### src/rtl/multicycle_controller_pkg.sv
// Shared constants for the multicycle MIPS controller: opcodes, func codes,
// ALU operation codes, mux select codes, FSM states and per-state outputs.
package multicycle_controller_pkg;

  localparam logic [5:0] OP_RTYPE = 6'b000000;
  localparam logic [5:0] OP_LW    = 6'b100011;
  localparam logic [5:0] OP_SW    = 6'b101011;
  localparam logic [5:0] OP_BEQ   = 6'b000100;
  localparam logic [5:0] OP_BNE   = 6'b000101;
  localparam logic [5:0] OP_J     = 6'b000010;
  localparam logic [5:0] OP_JAL   = 6'b000011;
  localparam logic [5:0] OP_ADDI  = 6'b001000;
  localparam logic [5:0] OP_SLTI  = 6'b001010;
  localparam logic [5:0] OP_ANDI  = 6'b001100;

  localparam logic [5:0] FN_JR  = 6'b001000;
  localparam logic [5:0] FN_ADD = 6'b100000;
  localparam logic [5:0] FN_SUB = 6'b100010;
  localparam logic [5:0] FN_AND = 6'b100100;
  localparam logic [5:0] FN_OR  = 6'b100101;
  localparam logic [5:0] FN_SLT = 6'b101010;

  localparam logic [2:0] ALU_ADD = 3'b000;
  localparam logic [2:0] ALU_SUB = 3'b001;
  localparam logic [2:0] ALU_AND = 3'b010;
  localparam logic [2:0] ALU_OR  = 3'b011;
  localparam logic [2:0] ALU_SLT = 3'b100;

  localparam logic [1:0] SRCB_B      = 2'd0;
  localparam logic [1:0] SRCB_FOUR   = 2'd1;
  localparam logic [1:0] SRCB_IMM    = 2'd2;
  localparam logic [1:0] SRCB_IMM_SH = 2'd3;

  localparam logic [1:0] PCSRC_ALU    = 2'd0;
  localparam logic [1:0] PCSRC_JUMP   = 2'd1;
  localparam logic [1:0] PCSRC_A      = 2'd2;
  localparam logic [1:0] PCSRC_ALUOUT = 2'd3;

  typedef enum logic [3:0] {
    FETCH    = 4'd0,
    DECODE   = 4'd1,
    R_EXEC   = 4'd2,
    R_WB     = 4'd3,
    MEM_ADDR = 4'd4,
    LW_READ  = 4'd5,
    LW_WB    = 4'd6,
    SW_WRITE = 4'd7,
    BRANCH   = 4'd8,
    JUMP     = 4'd9,
    JAL      = 4'd10,
    JR       = 4'd11,
    I_EXEC   = 4'd12,
    I_WB     = 4'd13
  } state_t;

  typedef struct packed {
    logic       pc_write;
    logic       ir_write;
    logic       reg_write;
    logic       mem_read;
    logic       mem_write;
    logic       reg_dst;
    logic       jal_reg;
    logic       pc_to_reg;
    logic       mem_to_reg;
    logic       alu_src_a;
    logic       i_or_d;
    logic [1:0] alu_src_b;
    logic [1:0] pc_src;
    logic [2:0] alu_op;
  } ctrl_t;

  // ALU operation for the immediate arithmetic instructions
  function automatic logic [2:0] imm_alu_op(input logic [5:0] opcode);
    case (opcode)
      OP_SLTI: return ALU_SLT;
      OP_ANDI: return ALU_AND;
      default: return ALU_ADD;
    endcase
  endfunction

  // Moore outputs of each state; the conditional branch write is added outside
  function automatic ctrl_t state_ctrl(input state_t s, input logic [2:0] r_op,
                                       input logic [2:0] i_op);
    ctrl_t c;
    c = '0;
    case (s)
      FETCH: begin
        c.mem_read  = 1'b1;
        c.ir_write  = 1'b1;
        c.alu_src_b = SRCB_FOUR;
        c.alu_op    = ALU_ADD;
        c.pc_src    = PCSRC_ALU;
        c.pc_write  = 1'b1;
      end
      DECODE:   c.alu_src_b = SRCB_IMM_SH;
      R_EXEC: begin
        c.alu_src_a = 1'b1;
        c.alu_src_b = SRCB_B;
        c.alu_op    = r_op;
      end
      R_WB: begin
        c.reg_write = 1'b1;
        c.reg_dst   = 1'b1;
        c.alu_op    = r_op;
      end
      MEM_ADDR: begin
        c.alu_src_a = 1'b1;
        c.alu_src_b = SRCB_IMM;
      end
      LW_READ: begin
        c.mem_read = 1'b1;
        c.i_or_d   = 1'b1;
      end
      LW_WB: begin
        c.reg_write  = 1'b1;
        c.mem_to_reg = 1'b1;
      end
      SW_WRITE: begin
        c.mem_write = 1'b1;
        c.i_or_d    = 1'b1;
      end
      BRANCH: begin
        c.alu_src_a = 1'b1;
        c.alu_op    = ALU_SUB;
        c.pc_src    = PCSRC_ALUOUT;
      end
      JUMP: begin
        c.pc_src   = PCSRC_JUMP;
        c.pc_write = 1'b1;
      end
      JAL: begin
        c.reg_write = 1'b1;
        c.jal_reg   = 1'b1;
        c.pc_to_reg = 1'b1;
        c.pc_src    = PCSRC_JUMP;
        c.pc_write  = 1'b1;
      end
      JR: begin
        c.pc_src   = PCSRC_A;
        c.pc_write = 1'b1;
      end
      I_EXEC: begin
        c.alu_src_a = 1'b1;
        c.alu_src_b = SRCB_IMM;
        c.alu_op    = i_op;
      end
      I_WB: begin
        c.reg_write = 1'b1;
        c.alu_op    = i_op;
      end
      default: c = '0;
    endcase
    return c;
  endfunction

endpackage

### src/rtl/multicycle_controller_alu_control.sv
// Maps the R-type func field onto the ALU operation code.
module alu_control
  import multicycle_controller_pkg::*;
(
  input  logic [5:0] func,
  output logic [2:0] alu_op
);

  // Unknown func codes fall back to ADD
  always_comb begin
    alu_op = ALU_ADD;
    case (func)
      FN_ADD:  alu_op = ALU_ADD;
      FN_SUB:  alu_op = ALU_SUB;
      FN_AND:  alu_op = ALU_AND;
      FN_OR:   alu_op = ALU_OR;
      FN_SLT:  alu_op = ALU_SLT;
      default: alu_op = ALU_ADD;
    endcase
  end

endmodule

### src/rtl/multicycle_controller.sv
// Multicycle MIPS control FSM: Moore, registered outputs, with only the
// branch PC write following the live ALU zero flag.
module multicycle_controller
  import multicycle_controller_pkg::*;
#(
  parameter int STATE_W = 4
) (
  input  logic               clk,
  input  logic               rst,
  input  logic [5:0]         opcode,
  input  logic [5:0]         func,
  input  logic               ZERO,
  output logic               pc_write,
  output logic               IR_write,
  output logic               reg_write,
  output logic               mem_read,
  output logic               mem_write,
  output logic               reg_dst,
  output logic               jal_reg,
  output logic               pc_to_reg,
  output logic               mem_to_reg,
  output logic               alu_src_A,
  output logic               I_or_D,
  output logic [1:0]         alu_src_B,
  output logic [1:0]         pc_src,
  output logic [2:0]         alu_op,
  output logic [STATE_W-1:0] state
);

  state_t     state_q;
  state_t     state_d;
  ctrl_t      ctrl_q;
  logic       branch_q;
  logic       bne_q;
  logic [2:0] r_op;
  logic [2:0] i_op;

  alu_control u_alu_control (
    .func   (func),
    .alu_op (r_op)
  );

  assign i_op = imm_alu_op(opcode);

  // Next-state decode; opcode/func are only consulted in states that need them
  always_comb begin
    state_d = FETCH;
    case (state_q)
      FETCH:  state_d = DECODE;
      DECODE: begin
        case (opcode)
          OP_RTYPE:                  state_d = (func == FN_JR) ? JR : R_EXEC;
          OP_LW, OP_SW:              state_d = MEM_ADDR;
          OP_BEQ, OP_BNE:            state_d = BRANCH;
          OP_J:                      state_d = JUMP;
          OP_JAL:                    state_d = JAL;
          OP_ADDI, OP_SLTI, OP_ANDI: state_d = I_EXEC;
          default:                   state_d = FETCH;
        endcase
      end
      R_EXEC:   state_d = R_WB;
      MEM_ADDR: state_d = (opcode == OP_LW) ? LW_READ : SW_WRITE;
      LW_READ:  state_d = LW_WB;
      I_EXEC:   state_d = I_WB;
      default:  state_d = FETCH;
    endcase
  end

  // State and output registers; outputs are precomputed for the state being entered
  always_ff @(posedge clk or posedge rst) begin
    if (rst) begin
      state_q  <= FETCH;
      ctrl_q   <= state_ctrl(FETCH, ALU_ADD, ALU_ADD);
      branch_q <= 1'b0;
      bne_q    <= 1'b0;
    end else begin
      state_q  <= state_d;
      ctrl_q   <= state_ctrl(state_d, r_op, i_op);
      branch_q <= (state_d == BRANCH);
      bne_q    <= (opcode == OP_BNE);
    end
  end

  assign pc_write   = ~rst & (ctrl_q.pc_write | (branch_q & (ZERO ^ bne_q)));
  assign IR_write   = ~rst & ctrl_q.ir_write;
  assign reg_write  = ~rst & ctrl_q.reg_write;
  assign mem_read   = ~rst & ctrl_q.mem_read;
  assign mem_write  = ~rst & ctrl_q.mem_write;
  assign reg_dst    = ~rst & ctrl_q.reg_dst;
  assign jal_reg    = ~rst & ctrl_q.jal_reg;
  assign pc_to_reg  = ~rst & ctrl_q.pc_to_reg;
  assign mem_to_reg = ~rst & ctrl_q.mem_to_reg;
  assign alu_src_A  = ~rst & ctrl_q.alu_src_a;
  assign I_or_D     = ~rst & ctrl_q.i_or_d;
  assign alu_src_B  = rst ? 2'b00 : ctrl_q.alu_src_b;
  assign pc_src     = rst ? 2'b00 : ctrl_q.pc_src;
  assign alu_op     = rst ? 3'b000 : ctrl_q.alu_op;
  assign state      = STATE_W'(state_q);

endmodule

### config.mk
export PLATFORM = sky130hd
export DESIGN_NAME = multicycle_controller
export DESIGN_NICKNAME = d
export VERILOG_FILES = /design/src/rtl/multicycle_controller_pkg.sv /design/src/rtl/multicycle_controller_alu_control.sv /design/src/rtl/multicycle_controller.sv
export SDC_FILE = /design/constraint.sdc
export NUM_CORES = 1
export LEC_CHECK = 0
export CORE_MARGIN = 3
export CORE_UTILIZATION = 32
export CTS_BUF_LIST = sky130_fd_sc_hd__clkbuf_4 sky130_fd_sc_hd__clkbuf_8
export DETAILED_ROUTE_END_ITERATION = 16
export PLACE_DENSITY_LB_ADDON = 0.2
export RECOVER_POWER = 100
export SKIP_LAST_GASP = 1
export SLEW_MARGIN = 20
export SYNTH_ARGS = -nofsm -noshare
export SYNTH_HDL_FRONTEND = slang
export SYNTH_SLANG_ARGS = --single-unit
### constraint.sdc
create_clock -name clk -period 3.64 [get_ports clk]
set_clock_uncertainty 0.2 [all_clocks]
set_input_delay 0.364 -clock clk [delete_from_list [all_inputs] [get_ports clk]]
set_output_delay 0.364 -clock clk [all_outputs]
set_load 0.01 [all_outputs]
Word level (Yosys, flattened, before mapping)
Index checks and enable logic that the tools add are counted.
- $add $sub $neg: 0
- multiply operators: 0
- div/mod/pow operators: 0
- magnitude comparators: 0
- equality and inequality tests: 32
- shift operators: 0
- mux-type cells: 22
- bitwise logic cells: 15
- reduce and logical (&&, ||, !) cells: 15
- operator list (kind ; count):
    $pmux W4 S6 ; 2
    $eq A6 B6 Y1 const B ; 6
    $eq A4 B4 Y1 const B ; 7
    $eq A4 B3 Y1 const B ; 6
    $eq A6 B4 Y1 const B ; 4
    $reduce_or A2 Y1 ; 8
    $and A1 B1 Y1 ; 12
    $eq A4 B2 Y1 const B ; 3
    $eq A6 B2 Y1 const B ; 2
    $eq A6 B3 Y1 const B ; 2
    $pmux W2 S3 ; 2
    $pmux W3 S4 ; 1
    $reduce_or A4 Y1 ; 3
    $mux W1 ; 9
    $pmux W3 S3 ; 1
    $eq A4 B1 Y1 const B ; 2
    $logic_not A4 Y1 ; 2
    $mux W2 ; 4
    $logic_not A6 Y1 ; 1
    $pmux W3 S2 ; 1
    $mux W4 ; 1
    $mux W3 ; 1
    $reduce_or A3 Y1 ; 1
    $not A1 Y1 ; 1
    other kinds (2) ; 2
- register bits: 24
- bits in latches: 0
- bits in writable memories: 0
- memory bits (read-only): 0
- input bits: 15
- output and inout bits: 22
- word-level logic and storage cells: 101
- memories: 0

Longest topological paths before layout
- word-level depth: 7
- depth in mapped cells: 7
- depth with buffers taken out: 6

Modules after synthesis
From an unflattened synthesis, not the netlist that was laid out.
- cells, all modules: 127
- area, all modules: 1268.7 sq um
- modules (own cells, without submodules) (module ; times used ; cells an instance ; area each (sq um) ; sequential area each (sq um)):
    multicycle_controller ; 1 ; 120 ; 1209.9 ; 580.6
    alu_control ; 1 ; 7 ; 58.8 ; 0.0

Least setup slack after synthesis
No wires, ideal clock.
- kind: register to register
- start point: register state_q[3], in the netlist state[3]
- end point: register ctrl_q[1] (netlist name)
- library setup time: 0.110 ns
- data arrival time: 2.321 ns
- data required time: 3.330 ns
- slack: 1.009 ns
- cell stages (with the launch flop): 7
- buffers on the path: 1
- clock period less this slack: 2.631 ns
- cell sequence: dfrtp_1 -> buf_6 -> or4b_4 -> or4_4 -> o21ai_4 -> or4b_1 -> o41ai_1
- word-level cells in the longest chain between the ends: 5
- elaborated cells between the ends (all ways): 15
- those cells by class: eq/ne: 10; mux: 2; reduce/logical: 3
- RTL lines (element ; RTL line ; RTL):
    start, declared ; multicycle_controller.sv:30 ; state_t state_q;
    start signal, assigned ; multicycle_controller.sv:77 ; state_q <= state_d;
    $eq A4 B4 Y1, or another cell as far along ; multicycle_controller.sv:48 ; case (state_q)
    $pmux W4 S6 * ; multicycle_controller.sv:48 ;
    named net state_d[3] ; multicycle_controller.sv:31 ; state_t state_d;
    $eq A4 B4 Y1 / $eq A4 B2 Y1 (equally long branches) ; multicycle_controller_pkg.sv:87 ; case (s)
    $reduce_or A2 Y1 (no source line) ; n/a ;
    $pmux W3 S3 * ; multicycle_controller_pkg.sv:87 ;
    end signal, assigned ; multicycle_controller.sv:73 ; ctrl_q <= state_ctrl(FETCH, ALU_ADD, ALU_ADD);
    end signal, assigned ; multicycle_controller.sv:78 ; ctrl_q <= state_ctrl(state_d, r_op, i_op);
    end, declared ; multicycle_controller.sv:32 ; ctrl_t ctrl_q;
The timed path passes the listed nets; every way through them passes the cells marked *.

Worst setup path after layout
- start point: register state_q[3], in the netlist state[3]
- end point: register ctrl_q[0] (netlist name)
Same word-level chain as after synthesis.

==> impl_results.md <==
* Port bufs at 36
* Die width at 68.3 µm
* Synth cell types at 40
* Sequential area share after synthesis at 0.468
* Fin crit period at between 2 and 3 ns
* Final setup TNS at 0 ns
* Maximum vdd drop at 182 µV
* Critical path class: register to register
* GP Congestion at 0.868
* Filler cell count at just under 400
* Max stage delay cell, worst path: or4b_1
* Remaining DRCs at 0
* H-tree level count at 1
* Reg2Reg Setup Slack at about 0.79 ns
* Setup crit end kind: register
* Synthesized area at between 1000 and 1500 µm²
* Slew Viols, Final at 0
* DRT Wirelength at 2.65 mm
* Num rows at 22
* Arr. time, crit path at 2.79 ns
* Slew headroom at 0.447
* Ports at 37
* Layout cells sized above 1 at 0.0723
* LEAKAGE at 0.000739 µW
* CTS tree: done
* Synth warn at 0
* Cells after synthesis at about 130
* Critical path startpoint category: register
* Initial Utilization at 0.336
* Root buffer cell: clkbuf_8
* Latest clock arrival within the worst-skew pair at 0.26 ns
* Die area at 4660 µm²
* Unrepaired setup endpoints after global routing: false
* Synth top area cells: dfrtp_1, nor2b_1, dfstp_2
* Synth cell count leaders: dfrtp_1, nor2b_1, nor2_1, a21oi_1, nand2_1
* Most used DFF post-synth: dfrtp_1
* Mean Syn Cell Area at 9.47 µm²
* Core Box Area at between 3000 and 4000 µm²
* CP Data Required Time at 3.58 ns
* GRT overflow at 0
* Final worst-path cycle share at 0.783
* Flops & latches, synth at 23
* PD cells at 551 nW/µm²
* Hold crit path type: register to register
* Slew of the pin with the lowest slew margin at between 0.8 and 0.9 ns
* First-pass GRT wire length at 4.44 mm
* Post-detail-place hpwl at between 2 and 2.5 mm
* Routed len/inst at 12.4 µm
* Pre-antenna DRT Iters at 4
* Postcts setup bufs at 0
* Power, Total at around 920 µW
* Max_cap viols at 0
* 1st-iter DRT viols at 21
* Clock buffer depth at 2
* Post-CTS sizing at 0
* Area leader, netlist: dfrtp_1
* Final setup fails at 0
* Final Hold Viols at 0
* Status: complete, no violations
* Global-route usage over all layers at 0.129
* Share of the synthesized area in the top cell type at 0.383
* Vias per inst at 4.78
* Crit path max fanout at 10
* Antenna violations before repair at 0
* Synth Net Count at 146
* Layout Nets at 182
* Fmax at 351 MHz
* CTS Sinks at 23
* Ys async rst share at 1.00
* CP Buf/Inv Count at 0
* Hold buffer count at CTS at 0
* Largest net degree at the start of global routing at 24
* CTS buffer count at 3
* Ant. Diodes at 0
* Via count at 1022
* Vias in the first global route at between 900 and 1k
* Syn-to-layout area delta at 34.6%
* Die height at 68.3 µm
* Post-DRT Antenna Nets at 0
* Post-synth EDFFs at 0
* Clock transition at path regs at roughly 0.080 ns
* Slowest stage delay, CP at 0.63 ns
* Critical-path cell list: or4b_1 > or4_1 > o21ai_0 > nand2b_1 > o32ai_1
* Top Family by Delay on Critical Path: simple AND/OR/NAND/NOR gates
cell type report:
type / count / area, µm² / share of cell area
Multi-Input combinational cell: 99 / 606 / 0.363
Sequential cell: 23 / 581 / 0.348
Clock buffer: 4 / 48.8 / 0.0292
Inverter: 4 / 15.0 / 0.00899
Tap cell: 48 / 60.1 / 0.0360
Timing Repair Buffer: 36 / 360 / 0.216
placed cells by master, fill, tap and decap left out, drive strengths merged, types with 4 or more instances in the layout:
master,n
nor2b,19
nor3b,4
nor2,14
dfrtp,19
a21oi,9
clkdlybuf4s50,11
dlygate4sd3,25
o21ai,6
nand2,7
inv,4
dfstp,4
clkbuf,4
where the power goes:
part           internal, µW  leakage (µW)  switching [µW]
clock                  85.7     0.0000262            79.5
combinational           175      0.000413             196
sequential              336      0.000300            46.3
total                   597      0.000739             322
worst paths after layout:
path	endpoint	cells past startpoint	from
max	ctrl_q[0]	5	state[3]
min	ctrl_q[7]	1	state[3]
max reg2reg	ctrl_q[0]	5	state[3]
min reg2reg	ctrl_q[7]	1	state[3]
max in group asynchronous	ctrl_q[7]	2	rst
min in group asynchronous	ctrl_q[1]	2	rst
stage by stage:
step           instance area, µm²   util  cells  setup WS [ns]  hold slack [ns]
2_1_floorplan                1240      -    131           1.01            0.234
3_3_place_gp                 1630  0.442    210          0.879            0.416
3_5_place_dp                 1630  0.442    210          0.810            0.416
4_1_cts                      1680  0.456    214          0.937            0.424
5_1_grt                      1670  0.453    214          0.662            0.456
6_report                     1670  0.453    214          0.791            0.424
logic make-up after synthesis:
| kind of cell | count (synthesis) | share of synthesized area |
|---|---|---|
| simple gates | 72 | 0.347 |
| compound gates | 23 | 0.121 |
| xor+xnor | 4 | 0.0282 |
| buf+inv | 9 | 0.0363 |
| flops | 23 | 0.468 |
metal layers:
layer | vias up | share of wire | global-route usage
li1 | 528 | - | -
met1 | 463 | 0.48 | 0.176
met2 | 28 | 0.46 | 0.194
met3 | 3 | 0.050 | 0.0230
met4 | 0 | 0.015 | 0.0670
met5 | - | 0 | 0
state kept, by name (all words and copies together) (netlist names):
name / flops
branch_q: 1
state: 4
bne_q: 1
ctrl_q: 17
Note: power is estimated with default switching activity, not from simulation.
